<file path="src/rtl/ofs_fim_pcie_ss_txreq_guard.sv">
// Protocol guard for the PCIe SS txreq AXI-S path: forwards only single-beat DM MRd32/MRd64/Intr
// headers through a registered stage with a 2-entry skid buffer; drops, counts and flags everything else.
module ofs_fim_pcie_ss_txreq_guard #(
  parameter int TDATA_W = 256,
  parameter int TUSER_W = 10,
  parameter int CNT_W   = 16
) (
  input  logic               fim_clk,
  input  logic               fim_rst,
  input  logic               in_tvalid,
  output logic               in_tready,
  input  logic [TDATA_W-1:0] in_tdata,
  input  logic [TUSER_W-1:0] in_tuser,
  input  logic               in_tlast,
  output logic               out_tvalid,
  input  logic               out_tready,
  output logic [TDATA_W-1:0] out_tdata,
  output logic [TUSER_W-1:0] out_tuser,
  output logic               out_tlast,
  input  logic               err_clr,
  output logic               err_sticky,
  output logic [1:0]         err_code,
  output logic [CNT_W-1:0]   pass_cnt,
  output logic [CNT_W-1:0]   drop_cnt
);

  typedef enum logic {ST_SOP, ST_DROP} state_t;

  state_t             state;
  logic               rdy_q;
  logic               acc;
  logic [7:0]         fmt_type;
  logic [1:0]         chk_code;
  logic [1:0]         drop_code;
  logic               legal;
  logic               fwd;
  logic               drop;
  logic               ld;
  logic               pop;
  logic               push;
  logic [1:0]         sk_cnt;
  logic [1:0]         sk_cnt_nxt;
  logic [TDATA_W-1:0] sk_data [2];
  logic [TUSER_W-1:0] sk_user [2];

  assign in_tready = rdy_q;
  assign acc       = in_tvalid & rdy_q;
  assign fmt_type  = in_tdata[31:24];

  always_comb begin
    chk_code = 2'b00;
    if (!in_tuser[0])
      chk_code = 2'b01;
    else if (!in_tlast)
      chk_code = 2'b10;
    else if (!((fmt_type == 8'h00) || (fmt_type == 8'h20) || (fmt_type == 8'h30)))
      chk_code = 2'b11;
  end

  // Continuation beats of a dropped packet are reported as multi-beat if they end up being the first capture.
  assign drop_code = (state == ST_DROP) ? 2'b10 : chk_code;
  assign legal     = (state == ST_SOP) && (chk_code == 2'b00);
  assign fwd       = acc & legal;
  assign drop      = acc & ~legal;

  // Output register loads when empty or being consumed; skid head has priority over the input.
  assign ld   = ~out_tvalid | out_tready;
  assign pop  = ld & (sk_cnt != 2'd0);
  assign push = fwd & ~(ld & (sk_cnt == 2'd0));

  always_comb begin
    sk_cnt_nxt = sk_cnt;
    if (push && !pop)
      sk_cnt_nxt = sk_cnt + 2'd1;
    else if (pop && !push)
      sk_cnt_nxt = sk_cnt - 2'd1;
  end

  always_ff @(posedge fim_clk or posedge fim_rst) begin
    if (fim_rst) begin
      rdy_q      <= 1'b0;
      sk_cnt     <= 2'd0;
      out_tvalid <= 1'b0;
      out_tdata  <= '0;
      out_tuser  <= '0;
      out_tlast  <= 1'b0;
      for (int unsigned i = 0; i < 2; i++) begin
        sk_data[i] <= '0;
        sk_user[i] <= '0;
      end
    end else begin
      rdy_q  <= (sk_cnt_nxt != 2'd2);
      sk_cnt <= sk_cnt_nxt;
      if (ld) begin
        if (sk_cnt != 2'd0) begin
          out_tvalid <= 1'b1;
          out_tdata  <= sk_data[0];
          out_tuser  <= sk_user[0];
          out_tlast  <= 1'b1;
        end else if (fwd) begin
          out_tvalid <= 1'b1;
          out_tdata  <= in_tdata;
          out_tuser  <= in_tuser;
          out_tlast  <= 1'b1;
        end else begin
          out_tvalid <= 1'b0;
        end
      end
      // A push concurrent with a pop only happens with one entry held, so it refills the head.
      if (pop) begin
        sk_data[0] <= push ? in_tdata : sk_data[1];
        sk_user[0] <= push ? in_tuser : sk_user[1];
      end else if (push) begin
        if (sk_cnt == 2'd0) begin
          sk_data[0] <= in_tdata;
          sk_user[0] <= in_tuser;
        end else begin
          sk_data[1] <= in_tdata;
          sk_user[1] <= in_tuser;
        end
      end
    end
  end

  always_ff @(posedge fim_clk or posedge fim_rst) begin
    if (fim_rst) begin
      state <= ST_SOP;
    end else begin
      case (state)
        ST_SOP:  if (drop && !in_tlast) state <= ST_DROP;
        ST_DROP: if (acc && in_tlast)   state <= ST_SOP;
        default: state <= ST_SOP;
      endcase
    end
  end

  always_ff @(posedge fim_clk or posedge fim_rst) begin
    if (fim_rst) begin
      err_sticky <= 1'b0;
      err_code   <= 2'b00;
      pass_cnt   <= '0;
      drop_cnt   <= '0;
    end else if (err_clr) begin
      err_sticky <= 1'b0;
      err_code   <= 2'b00;
      pass_cnt   <= '0;
      drop_cnt   <= '0;
    end else begin
      if (drop && !err_sticky) begin
        err_sticky <= 1'b1;
        err_code   <= drop_code;
      end
      if (fwd && (pass_cnt != '1))
        pass_cnt <= pass_cnt + 1'b1;
      if (drop && (drop_cnt != '1))
        drop_cnt <= drop_cnt + 1'b1;
    end
  end

endmodule

</file>
<file path="config.mk">
export PLATFORM = sky130hd
export DESIGN_NAME = ofs_fim_pcie_ss_txreq_guard
export DESIGN_NICKNAME = d
export VERILOG_FILES = /design/src/rtl/ofs_fim_pcie_ss_txreq_guard.sv
export SDC_FILE = /design/constraint.sdc
export NUM_CORES = 2
export LEC_CHECK = 0
export ABC_AREA = 1
export BUFFER_PORTS_ARGS = -buffer_cell sky130_fd_sc_hd__buf_2
export CAP_MARGIN = 25
export CORE_ASPECT_RATIO = 0.6
export CORE_UTILIZATION = 52
export DETAILED_ROUTE_END_ITERATION = 6
export HOLD_SLACK_MARGIN = 0.15
export PLACE_DENSITY = 0.77
export SETUP_SLACK_MARGIN = 0.4
export SLEW_MARGIN = 10
export SYNTH_ARGS = -nofsm -noshare
export SYNTH_HDL_FRONTEND = slang
export SYNTH_SLANG_ARGS = --single-unit
</file>
<file path="constraint.sdc">
create_clock -name fim_clk -period 31.6 [get_ports fim_clk]
set_input_delay 7.9 -clock fim_clk [delete_from_list [all_inputs] [get_ports fim_clk]]
set_output_delay 7.9 -clock fim_clk [all_outputs]
set_load 0.01 [all_outputs]
</file>
Word-level counts from Yosys, hierarchy flattened
Cells that the tools add are included.
{"block": "classes", "addsub": 4, "eq_ne": 5, "muxes": 35, "n_bitwise": 13, "n_reduce_logical": 27}
{"op": "$mux 256", "n": 6}
{"op": "$mux 512", "n": 1}
{"op": "$mux 16", "n": 4}
{"op": "$mux 10", "n": 6}
{"op": "$add 16x1->16 const B", "n": 2}
{"op": "$ne 16x16->1 const B", "n": 2}
{"op": "$mux 20", "n": 1}
{"op": "$eq 8x6->1 const B", "n": 2}
{"op": "$mux 2", "n": 8}
{"op": "$reduce_bool 2->1", "n": 7}
{"op": "$logic_and 1x1->1", "n": 8}
{"op": "$logic_not 8->1", "n": 1}
{"op": "$mux 1", "n": 8}
{"op": "$and 1x1->1", "n": 6}
{"op": "$not 1->1", "n": 6}
{"op": "$logic_not 1->1", "n": 4}
{"op": "$logic_not 2->1", "n": 2}
{"op": "$reduce_and 2->1", "n": 2}
{"op": "$reduce_and 3->1", "n": 1}
{"op": "$add 2x1->2 const B", "n": 1}
{"op": "$logic_or 1x1->1", "n": 2}
{"op": "$ne 2x2->1 const B", "n": 1}
{"op": "$pmux 1 s2", "n": 1}
{"op": "$sub 2x1->2 const B", "n": 1}
{"op": "$or 1x1->1", "n": 1}
{"block": "totals", "regBits": 839, "in_bits": 272, "out_inout_bits": 304}

Depth between registers and ports, before layout
{"block": "logic_depth", "depth_word": 15, "depth_mapped": 13, "depth_no_buf": 12}

Worst setup path after synthesis
No wires, ideal clock.
{"block": "synth_timing", "kind": "input -> register", "startpoint": "input port in_tdata[26]", "endpoint": "register sk_data[90] (netlist bit)", "setup_ns": 0.130, "arrival_ns": 9.171, "required_time_ns": 31.470, "setup_slack_ns": 22.299, "stages": 11, "cell_sequence": "nor2_1 nand2_1 nor2_2 nand4_2 nor2_2 nand3_1 buf_2 buf_2 clkbuf_1 nand2_1 o21ai_0"}
{"block": "synth_between", "elab_chain_cells": 11}
{"element": "start: declaration", "line": "12", "source": "input logic [TDATA_W-1:0] in_tdata,"}
{"element": "$eq 8x6->1 / $logic_not 8->1 (equally long branches)", "line": "56", "source": "else if (!((fmt_type == 8'h00) || (fmt_type == 8'h20) || (fmt_type == 8'h30)))"}
{"element": "$logic_or 1x1->1", "line": "56"}
{"element": "$logic_or 1x1->1 *", "line": "56"}
{"element": "$mux 2 *", "line": "56"}
{"element": "$mux 2 *", "line": "54", "source": "else if (!in_tlast)"}
{"element": "$mux 2 *", "line": "52", "source": "if (!in_tuser[0])"}
{"element": "$logic_not 2->1 *", "line": "62", "source": "assign legal = (state == ST_SOP) && (chk_code == 2'b00);"}
{"element": "$logic_and 1x1->1 *", "line": "62"}
{"element": "$and 1x1->1 *", "line": "63", "source": "assign fwd = acc & legal;"}
{"element": "$and 1x1->1 *", "line": "69", "source": "assign push = fwd & ~(ld & (sk_cnt == 2'd0));"}
{"element": "$reduce_and 3->1 (no line) *"}
{"element": "end: declaration", "line": "43", "source": "logic [TDATA_W-1:0] sk_data [2];"}
Mark *: on every way between the ends. The rest lies on a longest branch, timed or not.
A chain may end at the register's enable or synchronous reset.

Worst setup path in the final report
{"block": "layout_timing", "startpoint": "input port in_tdata[29]", "endpoint": "register sk_data[401] (netlist bit)"}
{"block": "layout_between", "elab_chain_cells": 12}
{"element": "$eq 8x6->1 / $logic_not 8->1 (equally long branches)", "line": "56"}
{"element": "$logic_or 1x1->1", "line": "56"}
{"element": "$logic_or 1x1->1 *", "line": "56"}
{"element": "$mux 2 *", "line": "56"}
{"element": "$mux 2 *", "line": "54"}
{"element": "$mux 2 *", "line": "52"}
{"element": "$logic_not 2->1 *", "line": "62"}
{"element": "$logic_and 1x1->1 *", "line": "62"}
{"element": "$and 1x1->1 *", "line": "63"}
{"element": "$and 1x1->1 *", "line": "69"}
{"element": "$mux 256 / $reduce_bool 2->1 (equally long branches)"}
{"element": "$mux 256 / $reduce_and 2->1 (equally long branches)"}
Marks and branches as above.

==> metrics.txt <==
status finished with violations; failing checks design-rule violations; DR pass1 iterations 7; Iteration-0 DRC Markers 3601; leakage 25.4 nW; residual DRC count 1; Routability Congestion 0.927; post-synth top area share 0.542; final period utilization 0.350; Unique masters post-synth 29; vias in the first global route 32.6k; Post-Route Setup TNS 0 ps; width of the die 354 µm; Slew HR 0.143; post-synthesis sequential area ratio 0.542; hold slack 466 ps; WP data arrival 11600 ps; nets 5797; peak supply drop 0.0865 mV; Post-CTS Resized 0; synthesis-stage register bit count 839; first-pass GRT wire length 173000 µm; Post-Syn Area 38700 µm²; area leader, netlist dfrtp_1; Layout area overhead 15.3%; TritonCTS Buffers 78; clk buf depth 3; # fillers 6521; port bufs 575; Routed WL 109000 µm; die area 75600 µm²; Placed Cells 6423; row cnt 77; initial antenna violation count 30; Clk Latency, worst-skew pair 630 ps; PD cells 78.3 nW/µm²; Synth Instances 5152; RSZ-0062 raised after global routing false; clock root cell clkbuf_16; Design Power 3.49 mW; Syn Nets 5427; largest net degree at the start of global routing 267; crit path time final 11060 ps; share of cells above drive strength 1 0.135; FF+latch area 21000 µm²; via count 34.8k; Avg Inst Size Synth 7.52 µm²; DP Wirelength 63900 µm; # H-tree levels 3; Hold Crit Class flip-flop to flip-flop; CTS tree yes; Die Ht 213 µm; setup ws final 20540 ps; crit end category flip-flop; Req. time, crit path 32140 ps; routed len/inst 16.5 µm; Hold Violations, Final 0; clk_skew 26.9 ps; Post-Place Setup Slack 19390 ps; fin cells 6588; Slew Viols, Final 0; Final ANT Viol Nets 0; Post-CTS Hold Buffers 0; kind of critical path input pin to flip-flop; core box area 73700 µm²; Synth Warn # 0; Overflow after GRT 0; Slew @ Worst Pin 1290 ps; starting density of the core 0.525; CP max FO 72; main area contributors after synthesis dfrtp_1 (54%), nand2_1 (27%), o21ai_0 (6.8%), nand3_1 (3.8%), inv_1 (2.9%); gr usage total 0.282; postcts setup bufs 0; io pins 576; via/cell ratio 5.28; Multi-input gate area 15200 µm²; Clock Sinks 839; Clock Pin Slew Worst Setup and Hold Paths 60 ps; CP Launch Type input pin; Final Setup Violations 0; fmax 90.4 MHz; Max-Cap Viols 0
state kept, by name, indices dropped and copies added, names as in the netlist:
| name | flops |
|---|---|
| sk_cnt | 2 |
| sk_user | 20 |
| err_sticky | 1 |
| sk_data | 512 |
| out_tlast | 1 |
| out_tdata | 256 |
| out_tvalid | 1 |
| drop_cnt | 16 |
| err_code | 2 |
| state | 1 |
| out_tuser | 10 |
| in_tready | 1 |
| pass_cnt | 16 |
cell usage after synthesis:
cell,instances
buf_1,3
o21ai_4,1
o21a_1,1
o21bai_1,1
nor3_1,10
or2_2,2
xor2_1,24
a31o_2,1
and2_1,1
o21ai_1,10
a22oi_1,1
nor2_1,35
o31ai_1,8
o21ai_0,528
nor2_4,1
dfrtp_1,839
a21oi_1,3
ha_1,3
nand2_1,2750
nand4_1,5
xnor2_1,1
buf_2,178
inv_1,304
buf_4,3
inv_2,3
clkbuf_1,141
nand3_1,292
nand4_2,1
nor2_2,2
final timing paths:
kind,from,endpoint,slack [ps],cells after the start
worst min register to register,out_tdata[81],out_tdata[81],470,2
worst min-delay path,out_tdata[81],out_tdata[81],470,2
min in group asynchronous,fim_rst,sk_data[271],7200,2
max in group asynchronous,fim_rst,out_tdata[159],20970,7
worst max register to register,sk_cnt[0],out_tdata[191],27530,10
worst max-delay path,in_tdata[29],sk_data[401],20540,13
logic make-up after synthesis:
family / Yosys count / synth area share
buffers and inverters: 632 / 0.0673
adder cells (fa/ha/maj): 3 / 0.000969
AO/OA/AOI/OAI: 554 / 0.0727
AND/OR/NAND/NOR: 3099 / 0.311
flip-flops: 839 / 0.542
XOR/XNOR: 25 / 0.00565
metal layers:
metal  global-route usage  routed length [µm]  vias up
met4               0.0957                2990       22
met5                    0                 118        -
met2                0.435               49400     1371
met1                0.401               48100    16551
met3               0.0542                8110      217
li1                     -                   -    16645
critical path, stage by stage:
cell and delay [ps]:
buf_2 100, inv_2 40, nand2_1 170, nand2_1 120, nor2_2 150, nand4_2 150, nor2_4 330, nand3_1 190
nand2_4 550, buf_4 710, buf_4 830, nand2_1 130, nand2_1 80
final cells by class:
type	count	share of cell area
antenna	22	0.00123
clock buffer	113	0.0516
clock inverter	24	0.00861
inverter	307	0.0266
multi-input combinational	3681	0.340
sequential	839	0.470
tap	987	0.0277
timing repair buffer	615	0.0744
power breakdown:
group | switching (mW) | total (mW) | leakage [nW] | internal (mW)
Combinational | 0.860 | 1.13 | 12.6 | 0.269
Sequential | 0.111 | 1.36 | 11.5 | 1.25
Clock | 0.421 | 1.00 | 1.32 | 0.582
cells in the final DEF, fill, tap and decap left out, drive strengths merged, types with 22 or more instances in the layout:
cell       n
inv      309
dfrtp    839
nor2      38
o21ai    539
clkbuf   113
buf      615
diode     22
xor2      24
nand3    292
nand2   2750
per-stage QoR:
step	utilization	instance area (µm²)
6_report	0.606	44600
5_1_grt	0.605	44600
4_1_cts	0.603	44400
3_5_place_dp	0.567	41800
3_3_place_gp	0.567	41800
2_1_floorplan	-	38700
(Power assumes the default switching activity.)
